[src/rtl/display_scan_ctrl.sv]
// Time-multiplexed scan controller for a 4-digit common-anode 7-segment display.
// Each digit slot starts with DEAD dark cycles; new values are taken only at frame boundaries or while off.
module display_scan_ctrl #(
   parameter int DIV  = 50000,
   parameter int DEAD = 500
) (
   input  logic        clk,
   input  logic        rst_n,
   input  logic        en,
   input  logic [15:0] digits,
   input  logic [3:0]  blank_mask,
   input  logic [3:0]  dp_mask,
   input  logic        upd_req,
   output logic        upd_ack,
   output logic        frame_tick,
   output logic [11:0] segs
);

   localparam int CW = (DIV > 1) ? $clog2(DIV) : 1;
   localparam logic [CW-1:0] DEAD_LAST = CW'(DEAD - 1);
   localparam logic [CW-1:0] ON_LAST   = CW'(DIV - DEAD - 1);

   localparam logic [1:0] S_OFF  = 2'd0;
   localparam logic [1:0] S_DEAD = 2'd1;
   localparam logic [1:0] S_ON   = 2'd2;

   logic [1:0]    state;
   logic [1:0]    idx;
   logic [CW-1:0] cnt;
   logic [15:0]   sh_digits;
   logic [3:0]    sh_blank;
   logic [3:0]    sh_dp;
   logic          boundary;
   logic          load;
   logic [3:0]    nib;

   function automatic logic [6:0] hex7(input logic [3:0] v);
      case (v)
         4'h0: hex7 = 7'h3F;
         4'h1: hex7 = 7'h06;
         4'h2: hex7 = 7'h5B;
         4'h3: hex7 = 7'h4F;
         4'h4: hex7 = 7'h66;
         4'h5: hex7 = 7'h6D;
         4'h6: hex7 = 7'h7D;
         4'h7: hex7 = 7'h07;
         4'h8: hex7 = 7'h7F;
         4'h9: hex7 = 7'h6F;
         4'hA: hex7 = 7'h77;
         4'hB: hex7 = 7'h7C;
         4'hC: hex7 = 7'h39;
         4'hD: hex7 = 7'h5E;
         4'hE: hex7 = 7'h79;
         default: hex7 = 7'h71;
      endcase
   endfunction

   // The last ON cycle of digit 3 closes the frame, whether or not en is still high.
   assign boundary = (state == S_ON) && (idx == 2'd3) && (cnt == ON_LAST);
   // While off, an ack in flight suppresses a reload so a held request is not acked twice in a row.
   assign load     = upd_req && (boundary || ((state == S_OFF) && !upd_ack));

   always_ff @(posedge clk) begin
      if (!rst_n) begin
         state      <= S_OFF;
         idx        <= 2'd0;
         cnt        <= '0;
         sh_digits  <= '0;
         sh_blank   <= '0;
         sh_dp      <= '0;
         upd_ack    <= 1'b0;
         frame_tick <= 1'b0;
      end else begin
         upd_ack    <= load;
         frame_tick <= boundary && en;
         if (load) begin
            sh_digits <= digits;
            sh_blank  <= blank_mask;
            sh_dp     <= dp_mask;
         end
         if (!en) begin
            state <= S_OFF;
            idx   <= 2'd0;
            cnt   <= '0;
         end else begin
            case (state)
               S_OFF: begin
                  state <= S_DEAD;
                  idx   <= 2'd0;
                  cnt   <= '0;
               end
               S_DEAD: begin
                  if (cnt == DEAD_LAST) begin
                     state <= S_ON;
                     cnt   <= '0;
                  end else begin
                     cnt <= cnt + 1'b1;
                  end
               end
               S_ON: begin
                  if (cnt == ON_LAST) begin
                     state <= S_DEAD;
                     cnt   <= '0;
                     idx   <= idx + 2'd1;
                  end else begin
                     cnt <= cnt + 1'b1;
                  end
               end
               default: begin
                  state <= S_OFF;
                  idx   <= 2'd0;
                  cnt   <= '0;
               end
            endcase
         end
      end
   end

   // Output decode looks only at registered state and shadows.
   always_comb begin
      segs = 12'hFFF;
      nib  = sh_digits[idx*4 +: 4];
      if ((state == S_ON) && !sh_blank[idx]) begin
         segs[6:0] = ~hex7(nib);
         segs[8]   = ~sh_dp[idx];
         case (idx)
            2'd0:    segs[7]  = 1'b0;
            2'd1:    segs[9]  = 1'b0;
            2'd2:    segs[10] = 1'b0;
            default: segs[11] = 1'b0;
         endcase
      end
   end

endmodule

[config.mk]
export PLATFORM = sky130hd
export DESIGN_NAME = display_scan_ctrl
export DESIGN_NICKNAME = d
export VERILOG_FILES = /design/src/rtl/display_scan_ctrl.sv
export SDC_FILE = /design/constraint.sdc
export NUM_CORES = 1
export LEC_CHECK = 0
export ABC_AREA = 0
export BUFFER_PORTS_ARGS = -buffer_cell sky130_fd_sc_hd__buf_2
export CAP_MARGIN = 5
export CORE_ASPECT_RATIO = 0.9
export CORE_MARGIN = 8
export CORE_UTILIZATION = 53
export CTS_CLUSTER_SIZE = 28
export DETAILED_ROUTE_END_ITERATION = 8
export PLACE_DENSITY = 0.77
export SYNTH_ARGS = -nofsm -noshare
export SYNTH_HDL_FRONTEND = slang
export SYNTH_SLANG_ARGS = --single-unit
[constraint.sdc]
create_clock -name clk -period 2.55 [get_ports clk]
set_input_delay 0.3825 -clock clk [delete_from_list [all_inputs] [get_ports clk]]
set_output_delay 0.3825 -clock clk [all_outputs]
set_load 0.01 [all_outputs]
# Word-level counts from Yosys, hierarchy flattened
# Memories as Yosys holds them, arrays and structs flattened.
# Index checks and enable logic that the tools add are counted.
dict set report totals {
  ff_bits 46
  rom_bits 112
  in_bits 28
  output_inout_bits 14
  word_cells 58
  memories 1
}
# memory depth word_bits read_ports rd_clocked_by_memory_dff wr line_no
set mem_list {}
lappend mem_list {{(no name shown)} 16 7 1 0 0 38} ;# case (v)
dict set report op_classes {
  n_addsub 2
  order_cmp 1
  eq_ne 9
  shifts 1
  muxes 18
  n_bitwise 3
  reduce_logical 15
}
# cell n
set op_table {}
lappend op_table {{16-bit two-way mux} 2}
lappend op_table {{16-bit one-hot mux with 2 select lines} 1}
lappend op_table {{16-bit by 1-bit adder with 16-bit output, second input constant} 1}
lappend op_table {{16-bit == test, second input constant} 1}
lappend op_table {{16-bit by 9-bit == test with 1-bit output, second input constant} 1}
lappend op_table {{16-bit by 5-bit indexed part select with 4-bit output} 1}
lappend op_table {{12-bit two-way mux} 1}
lappend op_table {{7-bit two-way mux} 1}
lappend op_table {{7-bit inverter} 1}
lappend op_table {{2-bit == test, second input constant} 3}
lappend op_table {{1-bit logical AND} 6}
lappend op_table {{1-bit two-way mux} 6}
lappend op_table {{2-bit two-way mux} 3}
lappend op_table {{2-bit one-hot mux with 3 select lines} 1}
lappend op_table {{2-bit AND reduction} 3}
lappend op_table {{1-bit binary-select mux with 2-bit select} 2}
lappend op_table {{2-bit by 1-bit == test with 1-bit output, second input constant} 2}
lappend op_table {{2-bit logical NOT} 2}
lappend op_table {{2-bit one-hot mux with 2 select lines} 1}
lappend op_table {{2-bit by 3-bit less-than comparator with 1-bit output, second input constant} 1}
lappend op_table {{3-bit OR reduction} 1}
lappend op_table {{2-bit by 1-bit adder with 2-bit output, second input constant} 1}
lappend op_table {{1-bit logical NOT} 2}
lappend op_table {{2-bit by 1-bit != test with 1-bit output, second input constant} 1}
lappend op_table {{other kinds (3)} 4}

# Depth between registers and ports, before layout
# Gate-level depths: netlist of run 1.
dict set report depth {
  depth_word 7
  mapped_depth 8
  ltp_nobuf 6
}

# Worst setup path after synthesis of run 1
# No wires, ideal clock.
dict set report synth_path {
  path_kind {register to output}
  from {register idx[0]}
  to {output segs[3]}
  arrival_time_ps 1849
  t_required_ps 2168
  slack_ps 319
  path_stages_with_launch 8
  n_path_buf 1
  path_cell_list {dfxtp_1 buf_2 mux4_2 inv_1 ha_1 nand2_1 o21ai_0 o211ai_1}
}
dict set report synth_between {
  elab_chain_len 5
}
# element line_no
set synth_rtl {}
lappend synth_rtl {{from (decl)} 28} ;# logic [1:0] idx;
lappend synth_rtl {{from (signal assigned)} 104} ;# idx <= idx + 2'd1;
lappend synth_rtl {{16-bit by 5-bit indexed part select with 4-bit output / 1-bit binary-select mux with 2-bit select (equally long branches)} {122, 123}}
lappend synth_rtl {{memory 16 x 7 bit / 1-bit two-way mux (equally long branches)} --}
lappend synth_rtl {{7-bit two-way mux / 1-bit logical NOT (equally long branches)} 123} ;# if ((state == S_ON) && !sh_blank[idx]) begin
lappend synth_rtl {{7-bit inverter / 1-bit logical AND (equally long branches)} {124, 123}}
lappend synth_rtl {{12-bit two-way mux *} 123}
lappend synth_rtl {{to (decl)} 16} ;# output logic [11:0] segs
# Mark *: on every way between the ends. The rest lies on a longest branch, timed or not. The select of a mux whose other input is x is not followed.

# Worst setup path in the final report of run 1
dict set report layout_path {
  from {register idx[1]}
  to {output segs[0]}
}
# The elaborated chain is that of the path after synthesis.

==> impl_metrics.py, run 1 <==
metrics = {
    "drt": {
        "wl_per_cell_um": 14.0,
        "postRouteAntennaNets": 0,
        "drcViolationCount": 0,
        "drt-total-wl_um": 5440,
        "vias_per_cell": 5.27,
        "drt_iter0_markers": 115,
        "drt_pass1_iterations": 4,
        "vias": 2049,
    },
    "clocking": {
        "cts.sinks": 46,
        "insertion_delay_ns": 0.29,
        "path_clk_slew_ns": 0.08,
        "cts_made_buffers": 5,
        "clockRootBuffer": "clkbuf_8",
        "max-clock-path-buffers": 2,
        "htree_levels": 2,
        "cts_tree": "yes",
    },
    "synth": {
        "synthCells": 284,
        "ys.flop_type": "dfxtp_1",
        "ys_seq_area_frac": 0.364,
        "synth_edf_count": 0,
        "synthArstFlopShare": 0,
        "synthesis.nets": 327,
        "synth_top_area_cell": "dfxtp_1",
        "synth_cell_type_count": 37,
        "synth.avg_cell_area_sq_um": 8.91,
        "synth_common_cells": "nand2_1, dfxtp_1, mux2i_1, ha_1, nor2_1",
        "syn_area_sq_mm": 0.00253,
        "synth_area_leaders": "dfxtp_1, mux2i_1, nand2_1",
        "yosysMostFrequentCell": "nand2_1",
        "synth_top_area_share": 0.364,
        "ys_ff_latch": 46,
        "ys_warn_count": 0,
    },
    "placement": {
        "post-place-ws_ns": 0.293,
        "io_buffers": 41,
        "hpwlAfterDp_um": 3980,
        "gp_congestion": 0.772,
    },
    "grt": {
        "grt_use_met3": 0.0440,
        "grt_pass1_vias": 1888,
        "use_met2": 0.242,
        "grt_pass1_wl_um": 8940,
        "grtUsageTotal": 0.157,
        "grt_remaining_overflow": 0,
        "top_usage_layer": "met2",
        "grt_max_degree": 50,
        "grt_util_met1": 0.208,
        "antenna_found_initial": 0,
    },
    "critical_path": {
        "cp_max_fo": 14,
        "crit_path_max_incr_delay_ns": 0.65,
        "critPathLaunchType": "flop",
        "setup.worst_path.end_class": "output pin",
        "cp.required_ns": 2.17,
        "crit_arrival_ns": 2.06,
        "worstPathCellList": "mux4_2, or2_2, a21oi_1, o31ai_1, buf_2",
        "worstSetupPathType": "reg -> out",
        "cpMaxStageDelayCell": "mux4_2",
    },
    "sta": {
        "relSlewSlack": 0.697,
        "layout_setup_ws_ns": 0.108,
        "fin_crit_ns": 2.44,
        "fin_crit_sh": 0.958,
        "worst_slew_pin_slew_ns": 0.455,
        "timing.fmax_mhz": 409,
        "finClkSkew_ns": 0.00676,
        "hold_violations": 0,
        "setup_tns_ns": 0,
        "setup_violations": 0,
        "finalMaxSlewViolations": 0,
    },
    "die": {
        "start_util": 0.537,
        "row_count": 24,
        "die-area_sq_mm": 0.00725,
        "ios": 42,
        "fp.dieH_um": 81.6,
        "core_area_sq_mm": 0.00471,
        "die_x_um": 88.8,
    },
    "power": {
        "power_density_mw_per_mm2": 534,
        "ir_drop_mv": 0.313,
        "power_mw": 1.58,
        "p_leak_nw": 1.19,
    },
    "run_status": {
        "status": "completed",
    },
    "finish": {
        "antennaDiodeCount": 0,
        "syn_to_final_growth_pct": 16.9,
        "layout-drive-gt1-share": 0.241,
        "nets": 366,
    },
    "flow_run": {
        "cap_violations": 0,
    },
    "worst_hold_path": {
        "hold_class": "in -> reg",
    },
}
## worst max-delay path, delay by kind of cell (launching register included)
kind / cells / cell delay, ns
compound gates: 2 / 0.21
buf+inv: 1 / 0.16
mux: 1 / 0.65
flops: 1 / 0.41
simple gates: 1 / 0.34
## path summary, 6_finish.rpt
path | startpoint | to | slack (ns) | cells past startpoint
setup / recovery | idx[1] | segs[0] | 0.11 | 5
hold / removal | digits[1] | sh_digits[1] | 0.32 | 3
setup reg to reg | cnt[0] | state[0] | 0.61 | 5
hold reg to reg | sh_blank[3] | sh_blank[3] | 0.47 | 2
## cells in the final DEF (no fill, tap or decap), drive strengths merged, types with 4 or more instances in the layout
cell type / instances
nor2: 14
nand3: 10
mux4: 5
clkbuf: 6
nand4: 5
xor2: 9
a21oi: 7
ha: 15
dfxtp: 46
nand2: 66
buf: 50
o21ai: 6
inv: 10
mux2i: 26
o31ai: 4
or4: 4
o211ai: 4
## sequential cells by signal, summed over array words and instances, names as in the netlist
signal      cells
state           2
frame_tick      1
idx             2
sh_digits      16
upd_ack         1
cnt            16
sh_blank        4
sh_dp           4
## where the power goes
group	leakage, nW	total (mW)	internal, mW	switching, mW
registers	0.376	0.766	0.747	0.0195
logic	0.740	0.160	0.0763	0.0836
clock network	0.0714	0.653	0.418	0.235
## kinds of logic after synthesis
logic type,Yosys count,synth area share
AO/OA/AOI/OAI,28,0.0786
XOR/XNOR,10,0.0346
adder cells (fa/ha/maj),15,0.0741
buffers and inverters,28,0.0455
flip-flops,46,0.364
multiplexers,34,0.161
AND/OR/NAND/NOR,123,0.243
## per-stage QoR
stage	util	std cells	hold WS, ns	cell area (sq um)
2_1_floorplan	-	284	0.413	2530
3_3_place_gp	0.591	378	0.423	2790
3_5_place_dp	0.591	378	0.459	2790
4_1_cts	0.626	389	0.316	2950
5_1_grt	0.627	389	0.319	2960
6_report	0.627	389	0.325	2960
## layer usage
layer | up-vias | wire (um)
met3 | 2 | 301
met1 | 950 | 2630
met4 | 0 | 28
met5 | - | 0
li1 | 1060 | -
met2 | 37 | 2480
## final cells by class
| class | count | area, sq um |
|---|---|---|
| flip-flops and latches | 46 | 923 |
| inverters | 10 | 37.5 |
| repair buffers | 50 | 273 |
| fillers | 404 | 1760 |
| multi-input cells | 210 | 1500 |
| clock inverters | 2 | 60.1 |
| well taps | 65 | 81.3 |
| clock buffers | 6 | 82.6 |
## timing repair
item	in CTS	in global routing
hold buffers	0	0
gates cloned	0	0
setup buffers	3	0
endpoints found under the setup margin	3	6
gates resized for setup	1	5
No activity file was read; power rests on OpenSTA's default activity.
==> run 2: changes to the inputs <==
- CTS_BUF_LIST: unset -> sky130_fd_sc_hd__clkbuf_8
- GPL_TIMING_DRIVEN: unset -> 0
==> impl_metrics.py, run 2 (synthesis gave the netlist of run 1 again) <==
metrics = {
    "run_status": {
        "status": "completed",
    },
    "sta": {
        "hold_violations": 0,
        "finClkSkew_ns": 0.00501,
        "fin_crit_sh": 0.989,
        "setup_violations": 0,
        "rsz0062_at_grt": "true",
        "relSlewSlack": 0.692,
        "finalMaxSlewViolations": 0,
        "timing.fmax_mhz": 397,
        "worst_slew_pin_slew_ns": 0.462,
        "fin_crit_ns": 2.52,
        "whs_ns": 0.329,
    },
    "critical_path": {
        "crit_family": "multiplexers",
        "r2r_start": "cnt[0]",
        "critPathBufInv": 2,
        "cpMaxStageDelayCell": "mux4_2",
        "rr_endpoint": "cnt[4]",
        "ff2ff_path_depth": 7,
        "worstSetupPathType": "reg -> out",
        "critPathLaunchType": "flop",
        "cp.required_ns": 2.17,
        "setup.worst_path.end_class": "output pin",
        "cp_max_fo": 5,
        "worstPathCellList": "mux4_2, buf_6, ha_4, mux2_4, nand2_2, o311ai_1, buf_2",
        "crit_path_max_incr_delay_ns": 0.58,
        "crit_arrival_ns": 2.14,
        "reg2reg_setup_slack_ns": 0.36,
    },
    "grt": {
        "antenna_found_initial": 0,
        "grtUsageTotal": 0.162,
        "grt_pass1_wl_um": 9380,
        "grt_max_degree": 15,
        "grt_remaining_overflow": 0,
        "grt_pass1_vias": 2160,
    },
    "placement": {
        "place_area_sq_mm": 0.00281,
        "hpwlAfterDp_um": 4200,
        "gp_congestion": 0.805,
        "io_buffers": 40,
    },
    "finish": {
        "syn_to_final_growth_pct": 22.4,
        "top_regs": "cnt (16), sh_digits (16)",
        "final_design_area_no_fill_sq_mm": 0.00310,
        "antennaDiodeCount": 0,
        "layout-drive-gt1-share": 0.272,
        "nets": 387,
        "layout_common_cells": "nand2_1, buf_2, dfxtp_1",
        "final_core_util": 0.657,
        "layout_commonest_cell": "nand2_1",
    },
    "clocking": {
        "htree_levels": 2,
        "clockRootBuffer": "clkbuf_8",
        "insertion_delay_ns": 0.29,
        "path_clk_slew_ns": 0.09,
        "cts_made_buffers": 5,
        "hold_buffers": 0,
        "cts.sinks": 46,
        "max-clock-path-buffers": 2,
        "cts_tree": "yes",
    },
    "flow_run": {
        "cap_violations": 0,
    },
    "drt": {
        "drt_pass1_iterations": 4,
        "vias_per_cell": 5.32,
        "drt_iter0_markers": 113,
        "postRouteAntennaNets": 0,
        "drcViolationCount": 0,
        "wl_per_cell_um": 14.0,
        "vias": 2180,
        "drt-total-wl_um": 5740,
    },
    "die": {
        "die_x_um": 88.8,
        "start_util": 0.537,
        "row_count": 24,
        "fp.dieH_um": 81.6,
        "die-area_sq_mm": 0.00725,
        "core_area_sq_mm": 0.00471,
        "ios": 42,
    },
    "power": {
        "power_density_mw_per_mm2": 476,
        "p_leak_nw": 1.26,
        "ir_drop_mv": 0.328,
    },
    "worst_hold_path": {
        "whs_path_depth": 3,
        "holdCritStartpoint": "dp_mask[1]",
        "hold_path_end": "sh_dp[1]",
        "hold_class": "in -> reg",
    },
}
[run 2: changes by cell type in the layout (fill, tap and decap cells not counted), sizes merged]
cell	change
clkinv	+2
bufinv	-1
buf	+13
clkbuf	+7
[run 2: power by group]
group / internal (mW) / total (mW) / switching [mW]
Sequential: 0.746 / 0.761 / 0.0150
Clock: 0.289 / 0.523 / 0.235
Combinational: 0.0931 / 0.191 / 0.0975
Total: 1.13 / 1.47 / 0.347
[run 2: stage by stage]
step	worst slack, ns	total power [mW]	setup TNS [ns]	cells
floorplan	0.319	0.888	0	284
global placement	0.103	0.935	0	389
detailed placement	0.0612	0.941	0	389
CTS	0.0109	1.47	0	401
global route	-0.0629	1.54	-0.211	410
finish	0.0288	1.47	0	410
[run 2: routing by layer]
metal  wire length, um  track usage
met5                 0            0
met4                69       0.0556
met3               348       0.0310
met2              2680        0.274
met1              2640        0.203
[run 2: final cells by class]
class                   count  area [sq um]
flip-flops and latches     46           926
well taps                  65          81.3
clock inverters             3          40.0
clock buffers               5          68.8
multi-input cells         210          1540
plain buffers              17          98.8
repair buffers             54           310
fillers                   414          1620
inverters                  10          37.5
[run 2: worst max path at each step]
| stage | from | endpoint | slack, ns | depth (start not counted) |
|---|---|---|---|---|
| 3_5_place_dp | idx[0] | segs[6] | 0.06 | 7 |
| 6_report | idx[0] | segs[6] | 0.03 | 7 |
| 5_1_grt | idx[1] | segs[0] | -0.06 | 7 |
| 3_3_place_gp | idx[0] | segs[6] | 0.10 | 7 |
| 2_1_floorplan | idx[0] | segs[3] | 0.32 | 7 |
| 4_1_cts | idx[1] | segs[2] | 0.01 | 7 |
[run 2: repair_timing]
action,in CTS,in global routing
endpoints found under the setup margin,7,7
resized for setup,16,16
gates cloned,0,1
pin swaps,0,3
buffers inserted,4,9
[run 2: tightest hold or removal path, cell delays in order]
cell	delay (ns)
buf_2	0.09
nand2_1	0.04
mux2i_1	0.05
==> run 3: changes to the inputs <==
- PLACE_DENSITY: 0.77 -> 0.8
- SLEW_MARGIN: unset -> 15
- clock period: 2.55 -> 2.1 ns (I/O delays scaled with it)
==> impl_metrics.py, run 3 (synthesis gave the netlist of run 1 again) <==
metrics = {
    "critical_path": {
        "worstSetupPathType": "reg -> out",
        "cp_max_fo": 8,
        "crit_arrival_ns": 2.12,
        "rr_endpoint": "state[0]",
        "r2r_start": "cnt[0]",
        "critPathLaunchType": "flop",
        "reg2reg_setup_slack_ns": 0.08,
        "crit_path_max_incr_delay_ns": 0.61,
        "worstPathCellList": "buf_8, mux4_2, or2_4, a21oi_2, o31ai_2, buf_2",
        "ff2ff_path_depth": 7,
        "cpMaxStageDelayCell": "mux4_2",
        "setup.worst_path.end_class": "output pin",
        "cp.required_ns": 1.78,
    },
    "sta": {
        "worst_slew_pin_slew_ns": 0.450,
        "setup_violations": 11,
        "finalMaxSlewViolations": 0,
        "finClkSkew_ns": 0.00424,
        "timing.fmax_mhz": 410,
        "rsz0062_at_grt": "true",
        "hold_violations": 0,
        "setup_tns_ns": -2.29,
        "fin_crit_sh": 1.16,
        "whs_ns": 0.251,
        "relSlewSlack": 0.700,
        "layout_setup_ws_ns": -0.336,
        "fin_crit_ns": 2.44,
    },
    "finish": {
        "layout_commonest_cell": "nand2_1",
        "final_design_area_no_fill_sq_mm": 0.00332,
        "top_regs": "cnt (16), sh_digits (16)",
        "layout_common_cells": "nand2_1, dfxtp_1, buf_2",
        "antennaDiodeCount": 0,
        "nets": 394,
        "layout-drive-gt1-share": 0.330,
        "fin_cells": 417,
        "nFillCells": 340,
        "syn_to_final_growth_pct": 31.0,
    },
    "placement": {
        "post-place-ws_ns": -0.236,
        "place_area_sq_mm": 0.00282,
        "hpwlAfterDp_um": 4290,
        "io_buffers": 40,
        "gp_congestion": 0.793,
        "placed_cells": 389,
    },
    "clocking": {
        "max-clock-path-buffers": 2,
        "cts_tree": "yes",
        "hold_buffers": 0,
        "cts.sinks": 46,
        "clockRootBuffer": "clkbuf_8",
        "cts_made_buffers": 5,
        "htree_levels": 2,
        "path_clk_slew_ns": 0.09,
        "insertion_delay_ns": 0.30,
    },
    "die": {
        "fp.dieH_um": 81.6,
        "start_util": 0.537,
        "die-area_sq_mm": 0.00725,
        "ios": 42,
        "core_area_sq_mm": 0.00471,
        "die_x_um": 88.8,
        "row_count": 24,
    },
    "drt": {
        "postRouteAntennaNets": 0,
        "drcViolationCount": 0,
        "drt_iter0_markers": 144,
        "vias_per_cell": 5.47,
        "drt-total-wl_um": 6630,
        "drt_pass1_iterations": 4,
        "wl_per_cell_um": 15.9,
        "vias": 2279,
    },
    "grt": {
        "grt_remaining_overflow": 0,
        "antenna_found_initial": 0,
        "grtUsageTotal": 0.175,
        "grt_max_degree": 15,
        "grt_pass1_wl_um": 10000,
        "grt_pass1_vias": 2190,
    },
    "run_status": {
        "status": "finished with violations",
        "violations": "negative setup slack",
    },
    "worst_hold_path": {
        "holdCritStartpoint": "digits[15]",
        "hold_class": "in -> reg",
        "whs_path_depth": 3,
        "hold_path_end": "sh_digits[15]",
    },
    "power": {
        "power_density_mw_per_mm2": 527,
        "p_leak_nw": 1.37,
        "ir_drop_mv": 0.320,
    },
    "flow_run": {
        "cap_violations": 0,
    },
}
-- run 3: through the flow --
stage | power, mW | util
after global placement | 1.14 | 0.598
after CTS | 1.73 | 0.655
after detailed placement | 1.15 | 0.598
after floorplan | 1.08 | -
final | 1.75 | 0.703
after global routing | 1.82 | 0.703
-- run 3: how the worst max path moves through the flow --
stage                       from      end  slack (ns)  cells past startpoint
after detailed placement  idx[0]  segs[1]       -0.24                      7
after global placement    idx[0]  segs[6]       -0.21                      7
after CTS                 idx[0]  segs[5]       -0.31                      8
after global routing      idx[0]  segs[1]       -0.41                      6
after floorplan           idx[0]  segs[3]      -0.005                      7
final                     idx[1]  segs[0]       -0.34                      6
-- run 3: worst max-delay path: cells and delay by family (launching register included) --
| family | cells | cell delay (ns) |
|---|---|---|
| flip-flops | 1 | 0.37 |
| AO/OA/AOI/OAI | 2 | 0.23 |
| AND/OR/NAND/NOR | 1 | 0.32 |
| buffers and inverters | 2 | 0.28 |
| multiplexers | 1 | 0.61 |
-- run 3: final cells by class --
| cell class | instances | area [sq um] | share of cell area |
|---|---|---|---|
| multi-input cells | 210 | 1630 | 0.492 |
| flip-flops and latches | 46 | 928 | 0.280 |
| repair buffers | 61 | 402 | 0.121 |
| inverters | 10 | 42.5 | 0.0128 |
| clock inverters | 2 | 12.5 | 0.00377 |
| well taps | 65 | 81.3 | 0.0245 |
| clock buffers | 6 | 82.6 | 0.0249 |
| plain buffers | 17 | 136 | 0.0411 |
-- run 3: timing repair --
item / CTS / global route
pin swaps: 3 / 8
gates cloned: 1 / 2
resized for setup: 25 / 39
setup buffers: 10 / 8
endpoints found under the setup margin: 41 / 45
-- run 3: layer usage --
layer	GRT usage	share of wire	vias to the layer above
met5	0	0	-
met1	0.217	0.43	1076
li1	-	-	1122
met4	0.0641	0.018	0
met3	0.0330	0.049	15
met2	0.295	0.50	66
-- run 3: power breakdown --
| part | total [mW] | switching [mW] | internal (mW) | leakage [nW] |
|---|---|---|---|---|
| Clock | 0.568 | 0.303 | 0.265 | 0.0472 |
| Combinational | 0.255 | 0.134 | 0.122 | 0.948 |
| Sequential | 0.924 | 0.0188 | 0.905 | 0.377 |
